--- src/rtl/apb_reg_slave_if.sv ---
`default_nettype none
// -----------------------------------------------------------------------------
// apb_reg_slave_if : APB3 bus signals between requester and register completer
// Revision 1.0
// -----------------------------------------------------------------------------
interface apb_reg_slave_if;
  logic        psel;
  logic        penable;
  logic        pwrite;
  logic [31:0] paddr;
  logic [31:0] pwdata;
  logic [31:0] prdata;
  logic        pready;
  logic        pslverr;

  modport master (
    output psel, penable, pwrite, paddr, pwdata,
    input  prdata, pready, pslverr
  );

  modport slave (
    input  psel, penable, pwrite, paddr, pwdata,
    output prdata, pready, pslverr
  );
endinterface
`default_nettype wire

--- src/rtl/apb_reg_slave.sv ---
`default_nettype none
// -----------------------------------------------------------------------------
// apb_reg_slave : APB3 R/W register bank plus read-only STATUS write counter
// Revision 1.0
// -----------------------------------------------------------------------------
module apb_reg_slave #(
  parameter logic [31:0] BASE_ADDR   = 32'h0000_0000,
  parameter int          NUM_REGS    = 8,
  parameter int          WAIT_STATES = 0,
  parameter int          IRQ_THRESH  = 4
) (
  input  logic                  clk,
  input  logic                  rst_n,
  apb_reg_slave_if.slave        apb,
  output logic [NUM_REGS*32-1:0] reg_out_o,
  output logic [15:0]           wr_count_o,
  output logic                  irq_o
);

  localparam int               IDX_W      = (NUM_REGS > 1) ? $clog2(NUM_REGS) : 1;
  localparam int               NUM_RW     = NUM_REGS - 1;
  localparam logic [IDX_W-1:0] STATUS_IDX = IDX_W'(NUM_REGS - 1);
  localparam logic [29:0]      NUM_REGS_W = 30'(NUM_REGS);
  localparam logic [3:0]       WAIT_INIT  = 4'(WAIT_STATES);
  localparam logic [15:0]      THRESH     = 16'(IRQ_THRESH);

  typedef enum logic [0:0] {
    ST_IDLE   = 1'b0,
    ST_ACCESS = 1'b1
  } state_t;

  state_t      state_q;
  logic [3:0]  wcnt_q;
  logic [31:0] addr_q;
  logic [31:0] wdata_q;
  logic        write_q;
  logic [31:0] mem_q [NUM_RW];
  logic [15:0] wr_count_q;
  logic [15:0] wr_count_d;
  logic        irq_q;

  logic [31:0]      off;
  logic             valid;
  logic [IDX_W-1:0] idx;
  logic             is_status;
  logic             done;
  logic             commit;
  logic             mem_we;
  logic [31:0]      rdval;

  // Decode works on the address latched in SETUP, so PADDR may change in ACCESS.
  assign off       = addr_q - BASE_ADDR;
  assign valid     = (off[1:0] == 2'b00) && (off[31:2] < NUM_REGS_W);
  assign idx       = off[IDX_W+1:2];
  assign is_status = (idx == STATUS_IDX);
  assign done      = (state_q == ST_ACCESS) && (wcnt_q == 4'd0) && apb.psel && apb.penable;
  assign commit    = done && write_q && valid;
  assign mem_we    = commit && !is_status;

  always_comb begin
    rdval = 32'h0;
    if (is_status) begin
      rdval = {16'h0, wr_count_q};
    end else begin
      for (int i = 0; i < NUM_RW; i++) begin
        if (idx == IDX_W'(i)) rdval = mem_q[i];
      end
    end
  end

  always_comb begin
    wr_count_d = wr_count_q;
    if (commit) begin
      if (is_status)                   wr_count_d = 16'h0;
      else if (wr_count_q != 16'hFFFF) wr_count_d = wr_count_q + 16'd1;
    end
  end

  assign apb.pready  = done;
  assign apb.pslverr = done && !valid;
  assign apb.prdata  = (done && !write_q && valid) ? rdval : 32'h0;

  always_ff @(posedge clk or negedge rst_n) begin
    if (!rst_n) begin
      state_q    <= ST_IDLE;
      wcnt_q     <= 4'd0;
      addr_q     <= 32'h0;
      wdata_q    <= 32'h0;
      write_q    <= 1'b0;
      wr_count_q <= 16'h0;
      irq_q      <= 1'b0;
      for (int i = 0; i < NUM_RW; i++) mem_q[i] <= 32'h0;
    end else begin
      wr_count_q <= wr_count_d;
      irq_q      <= (wr_count_d >= THRESH);
      for (int i = 0; i < NUM_RW; i++) begin
        if (mem_we && (idx == IDX_W'(i))) mem_q[i] <= wdata_q;
      end
      case (state_q)
        ST_IDLE: begin
          // PENABLE high without a SETUP phase is ignored.
          if (apb.psel && !apb.penable) begin
            addr_q  <= apb.paddr;
            wdata_q <= apb.pwdata;
            write_q <= apb.pwrite;
            wcnt_q  <= WAIT_INIT;
            state_q <= ST_ACCESS;
          end
        end
        ST_ACCESS: begin
          if (!apb.psel) begin
            state_q <= ST_IDLE;
          end else if (apb.penable) begin
            if (wcnt_q != 4'd0) wcnt_q  <= wcnt_q - 4'd1;
            else                state_q <= ST_IDLE;
          end
        end
        default: state_q <= ST_IDLE;
      endcase
    end
  end

  for (genvar i = 0; i < NUM_RW; i++) begin : g_reg_out
    assign reg_out_o[32*i +: 32] = mem_q[i];
  end
  assign reg_out_o[NUM_REGS*32-1 -: 32] = 32'h0;

  assign wr_count_o = wr_count_q;
  assign irq_o      = irq_q;

endmodule
`default_nettype wire

--- src/flat_wrapper.sv ---
// flat-port wrapper written by rule: the top's interface ports become plain ports
module apb_reg_slave_flat 
#(
  parameter logic [31:0] BASE_ADDR   = 32'h0000_0000,
  parameter int          NUM_REGS    = 8,
  parameter int          WAIT_STATES = 0,
  parameter int          IRQ_THRESH  = 4
)
  (clk, rst_n, reg_out_o, wr_count_o, irq_o, apb_psel, apb_penable, apb_pwrite, apb_paddr, apb_pwdata, apb_prdata, apb_pready, apb_pslverr);
  apb_reg_slave_if apb_i ();
  input  logic clk;
  input  logic rst_n;
  output logic [NUM_REGS*32-1:0] reg_out_o;
  output logic [15:0] wr_count_o;
  output logic irq_o;
  input wire logic [$bits(apb_i.psel)-1:0] apb_psel;
  input wire logic [$bits(apb_i.penable)-1:0] apb_penable;
  input wire logic [$bits(apb_i.pwrite)-1:0] apb_pwrite;
  input wire logic [$bits(apb_i.paddr)-1:0] apb_paddr;
  input wire logic [$bits(apb_i.pwdata)-1:0] apb_pwdata;
  output wire logic [$bits(apb_i.prdata)-1:0] apb_prdata;
  output wire logic [$bits(apb_i.pready)-1:0] apb_pready;
  output wire logic [$bits(apb_i.pslverr)-1:0] apb_pslverr;
  assign apb_i.psel = apb_psel;
  assign apb_i.penable = apb_penable;
  assign apb_i.pwrite = apb_pwrite;
  assign apb_i.paddr = apb_paddr;
  assign apb_i.pwdata = apb_pwdata;
  assign apb_prdata = apb_i.prdata;
  assign apb_pready = apb_i.pready;
  assign apb_pslverr = apb_i.pslverr;
  apb_reg_slave #(.BASE_ADDR(BASE_ADDR), .NUM_REGS(NUM_REGS), .WAIT_STATES(WAIT_STATES), .IRQ_THRESH(IRQ_THRESH)) u_core (.clk(clk), .rst_n(rst_n), .apb(apb_i), .reg_out_o(reg_out_o), .wr_count_o(wr_count_o), .irq_o(irq_o));
endmodule
--- config.mk ---
export PLATFORM = sky130hd
export DESIGN_NAME = apb_reg_slave_flat
export DESIGN_NICKNAME = d
export VERILOG_FILES = /design/src/rtl/apb_reg_slave_if.sv /design/src/rtl/apb_reg_slave.sv /design/src/flat_wrapper.sv
export SDC_FILE = /design/constraint.sdc
export NUM_CORES = 1
export LEC_CHECK = 0
export ABC_AREA = 1
export CAP_MARGIN = 10
export CORE_ASPECT_RATIO = 2
export CORE_MARGIN = 2
export CORE_UTILIZATION = 44
export CTS_CLUSTER_SIZE = 12
export DETAILED_ROUTE_END_ITERATION = 7
export PLACE_DENSITY = 0.81
export SYNTH_ARGS = -nofsm -noshare
export SYNTH_HDL_FRONTEND = slang
export SYNTH_SLANG_ARGS = --single-unit
--- constraint.sdc ---
create_clock -name clk -period 2.35 [get_ports clk]
set_input_delay 0.705 -clock clk [delete_from_list [all_inputs] [get_ports clk]]
set_output_delay 0.705 -clock clk [all_outputs]
set_load 0.005 [all_outputs]
==> impl_metrics.json <==
{
  "status": "complete, but fails checks",
  "violations": "negative setup slack",
  "cp.arrival_ns": 2.53,
  "synth_area_leaders": "dfrtp_1, nand2_1, o21ai_1",
  "wl_per_cell_um": 22.23,
  "vias_per_cell": 5.579,
  "rsz0062_at_grt": "true",
  "slew_violations": 0,
  "placed_cell_area_um2": 19250,
  "min_path_type": "in -> async",
  "worst-path-buf-inv": 6,
  "dp_hpwl_mm": 39.94,
  "mostFrequentLayoutCells": "nand2_1, clkdlybuf4s50_1, dfrtp_1, o21ai_1, buf_4",
  "mostFrequentLayoutCell": "nand2_1",
  "post-route-util_pct": 68.78,
  "num_rows": 92,
  "finalCritPeriodShare_pct": 137.6,
  "clk_pin_slew_ns": 0.06,
  "critical_path.cell_chain": "inv_2, ha_4, inv_4, nor3_4, nand2_2, nor2_2, nand2_2, nor2_4, buf_12, buf_12, buf_6, o21ai_2, a31oi_1, buf_2",
  "crit_end": "apb_prdata[26]",
  "cts.path.max_buffers": 3,
  "cts_made_buffers": 30,
  "grt_pass1_wl_mm": 81.99,
  "core_um2": 31430,
  "track_usage_pct": 32.51,
  "crit_family": "simple AND/OR/NAND/NOR gates",
  "end_kind": "output port",
  "instances_no_fill": 2663,
  "gr-total-overflow": 0,
  "synth_cell_types": 37,
  "crit_path_start": "u_core.wcnt_q[0]$_DFFE_PN0P_",
  "die_w_um": 130.1,
  "io_buffers": 343,
  "worst_path_max_delay_cell": "dfrtp_1",
  "antenna_found_initial": 2,
  "clk_latency_ns": 0.58,
  "finalWorstSetupSlack_ns": -0.8845,
  "place_inst": 2539,
  "cts_tree": "yes",
  "hold_viol_final": 0,
  "ys_seq_elements": 311,
  "period_needed_ns": 3.235,
  "grt_pass1_vias": 14480,
  "path_class": "reg -> out",
  "yosysTopAreaCellShare_pct": 55.65,
  "dieArea_um2": 33310,
  "grt_max_degree": 73,
  "drt_iter0_drc": 1325,
  "synthCells": 1677,
  "syn_to_final_growth_pct": 54.54,
  "multi_input_area_um2": 5966,
  "drcViolationCount": 0,
  "cp_data_required_time_ns": 1.64,
  "synth.cell_area_um2": 13990,
  "post-synth-top-area-cell": "dfrtp_1",
  "start_util_pct": 44.51,
  "p_leak_nw": 10.03,
  "hold-worst-slack_ns": 0.01244,
  "r2r_slack_ns": 0.01,
  "die_h_um": 256.1,
  "cp-start-kind": "flop",
  "setup_violations": 34,
  "powerDensity_nw_per_um2": 629.7,
  "critPathMaxFanout": 4,
  "ys_warn_count": 0,
  "antenna_left": 0,
  "p_total_mw": 13.61,
  "via_count": 14860,
  "final_area_um2": 21610,
  "cts_num_sinks": 311,
  "worstReg2RegEnd": "u_core.reg_out_o[2]$_DFFE_PN0P_",
  "ir_worst_vdd_mv": 0.5161,
  "max_stage_delay_ns": 0.39,
  "drive_gt1_share_pct": 22.16,
  "first_pass_iters": 5,
  "pin_count": 376,
  "max_freq_ghz": 0.3092,
  "r2r_start": "u_core.addr_q[15]$_DFFE_PN0P_",
  "hold_buffers": 0,
  "cts_htree_levels": 1,
  "cp.depth": 14,
  "root_buffer": "clkbuf_16",
  "totalWireLength_mm": 59.19,
  "fin_skew_ns": 0.02555,
  "maxCapViolations": 0,
  "fillCellCount": 2313,
  "synth.yosys.seq_area_share_pct": 55.65,
  "syn_area_per_cell_um2": 8.340,
  "regArea_um2": 7796,
  "worst-r2r-cell-count": 15,
  "finalNetCount": 2304,
  "routabilityCongestion": 0.9073
}
==> area by class of cell <==
cell class / instances / share of cell area, %
clock inverter: 1 / 0.04052
antenna: 2 / 0.02316
inverter: 76 / 1.447
timing repair buffer: 615 / 28.60
tap: 423 / 2.449
multi-input combinational: 1199 / 27.60
clock buffer: 36 / 3.769
sequential: 311 / 36.07
==> per-layer routing <==
layer  part of all wire, %  wire, um  GRT usage (%)  vias up
li1                      -         -              -     6555
met1                    31     18220          33.42     7106
met2                    52     30940          56.75      922
met3                   7.4      4375          4.849      274
met4                   9.6      5660          26.58        0
met5                     0         0              0        -
==> through the flow <==
stage | TNS [ns] | setup WS [ns]
after floorplan | -0.4316 | -0.05493
after global placement | -165.95 | -1.240
after detailed placement | -175.29 | -1.332
after CTS | -25.08 | -0.8879
after global routing | -32.38 | -0.9744
final | -25.24 | -0.8845
==> state kept, by name, indices dropped and copies added (netlist names) <==
register and flops:
u_core.state_q 1, u_core.wr_count_o 16, u_core.wdata_q 32, u_core.reg_out_o 224
u_core.wcnt_q 4, u_core.write_q 1, u_core.irq_o 1, u_core.addr_q 32
==> synthesized netlist by cell type, drive strengths merged <==
library cell	n
o21bai	1
a22oi	3
nand3b	1
nor4	1
inv	74
conb	1
or2	1
clkbuf	36
a221oi	4
nand2	616
o211ai	2
o21ai	327
nor3	9
nand3	58
clkinv	2
nor2	53
o22ai	4
a41oi	2
a31oi	16
nand4	11
dfrtp	311
buf	86
xor2	1
a21oi	52
ha	2
xnor2	3
==> what timing repair did <==
action / in CTS / in global routing
setup buffers: 45 / 27
pin swaps: 20 / 28
gates cloned: 0 / 17
resized for setup: 264 / 132
setup endpoints to repair: 154 / 261
==> how the worst min path moves through the flow <==
| stage | endpoint | slack (ns) | cells past startpoint |
|---|---|---|---|
| floorplan | u_core.addr_q[0]$_DFFE_PN0P_ | 0.41 | 0 |
| global placement | u_core.addr_q[20]$_DFFE_PN0P_ | 0.45 | 2 |
| detailed placement | u_core.addr_q[23]$_DFFE_PN0P_ | 0.46 | 2 |
| CTS | u_core.reg_out_o[56]$_DFFE_PN0P_ | 0.02 | 1 |
| global route | u_core.reg_out_o[57]$_DFFE_PN0P_ | 0.03 | 1 |
| finish | u_core.reg_out_o[56]$_DFFE_PN0P_ | 0.01 | 1 |
==> where the power goes <==
group,internal [mW],switching [mW]
Clock,2.39,2.01
Combinational,1.33,2.04
Sequential,5.68,0.168
Total,9.40,4.21
==> cell families (layout without fill, tap and decap cells) <==
family | after synthesis | after routing | synth area share [%]
buf+inv | 198 | 728 | 6.844
compound gates | 411 | 411 | 15.15
fa+ha+maj | 2 | 2 | 0.1789
other cells | 1 | 34 | 0.02681
simple gates | 750 | 750 | 21.90
flops | 311 | 311 | 55.64
xor+xnor | 4 | 4 | 0.2505
Note: power is estimated with default switching activity, not from simulation.
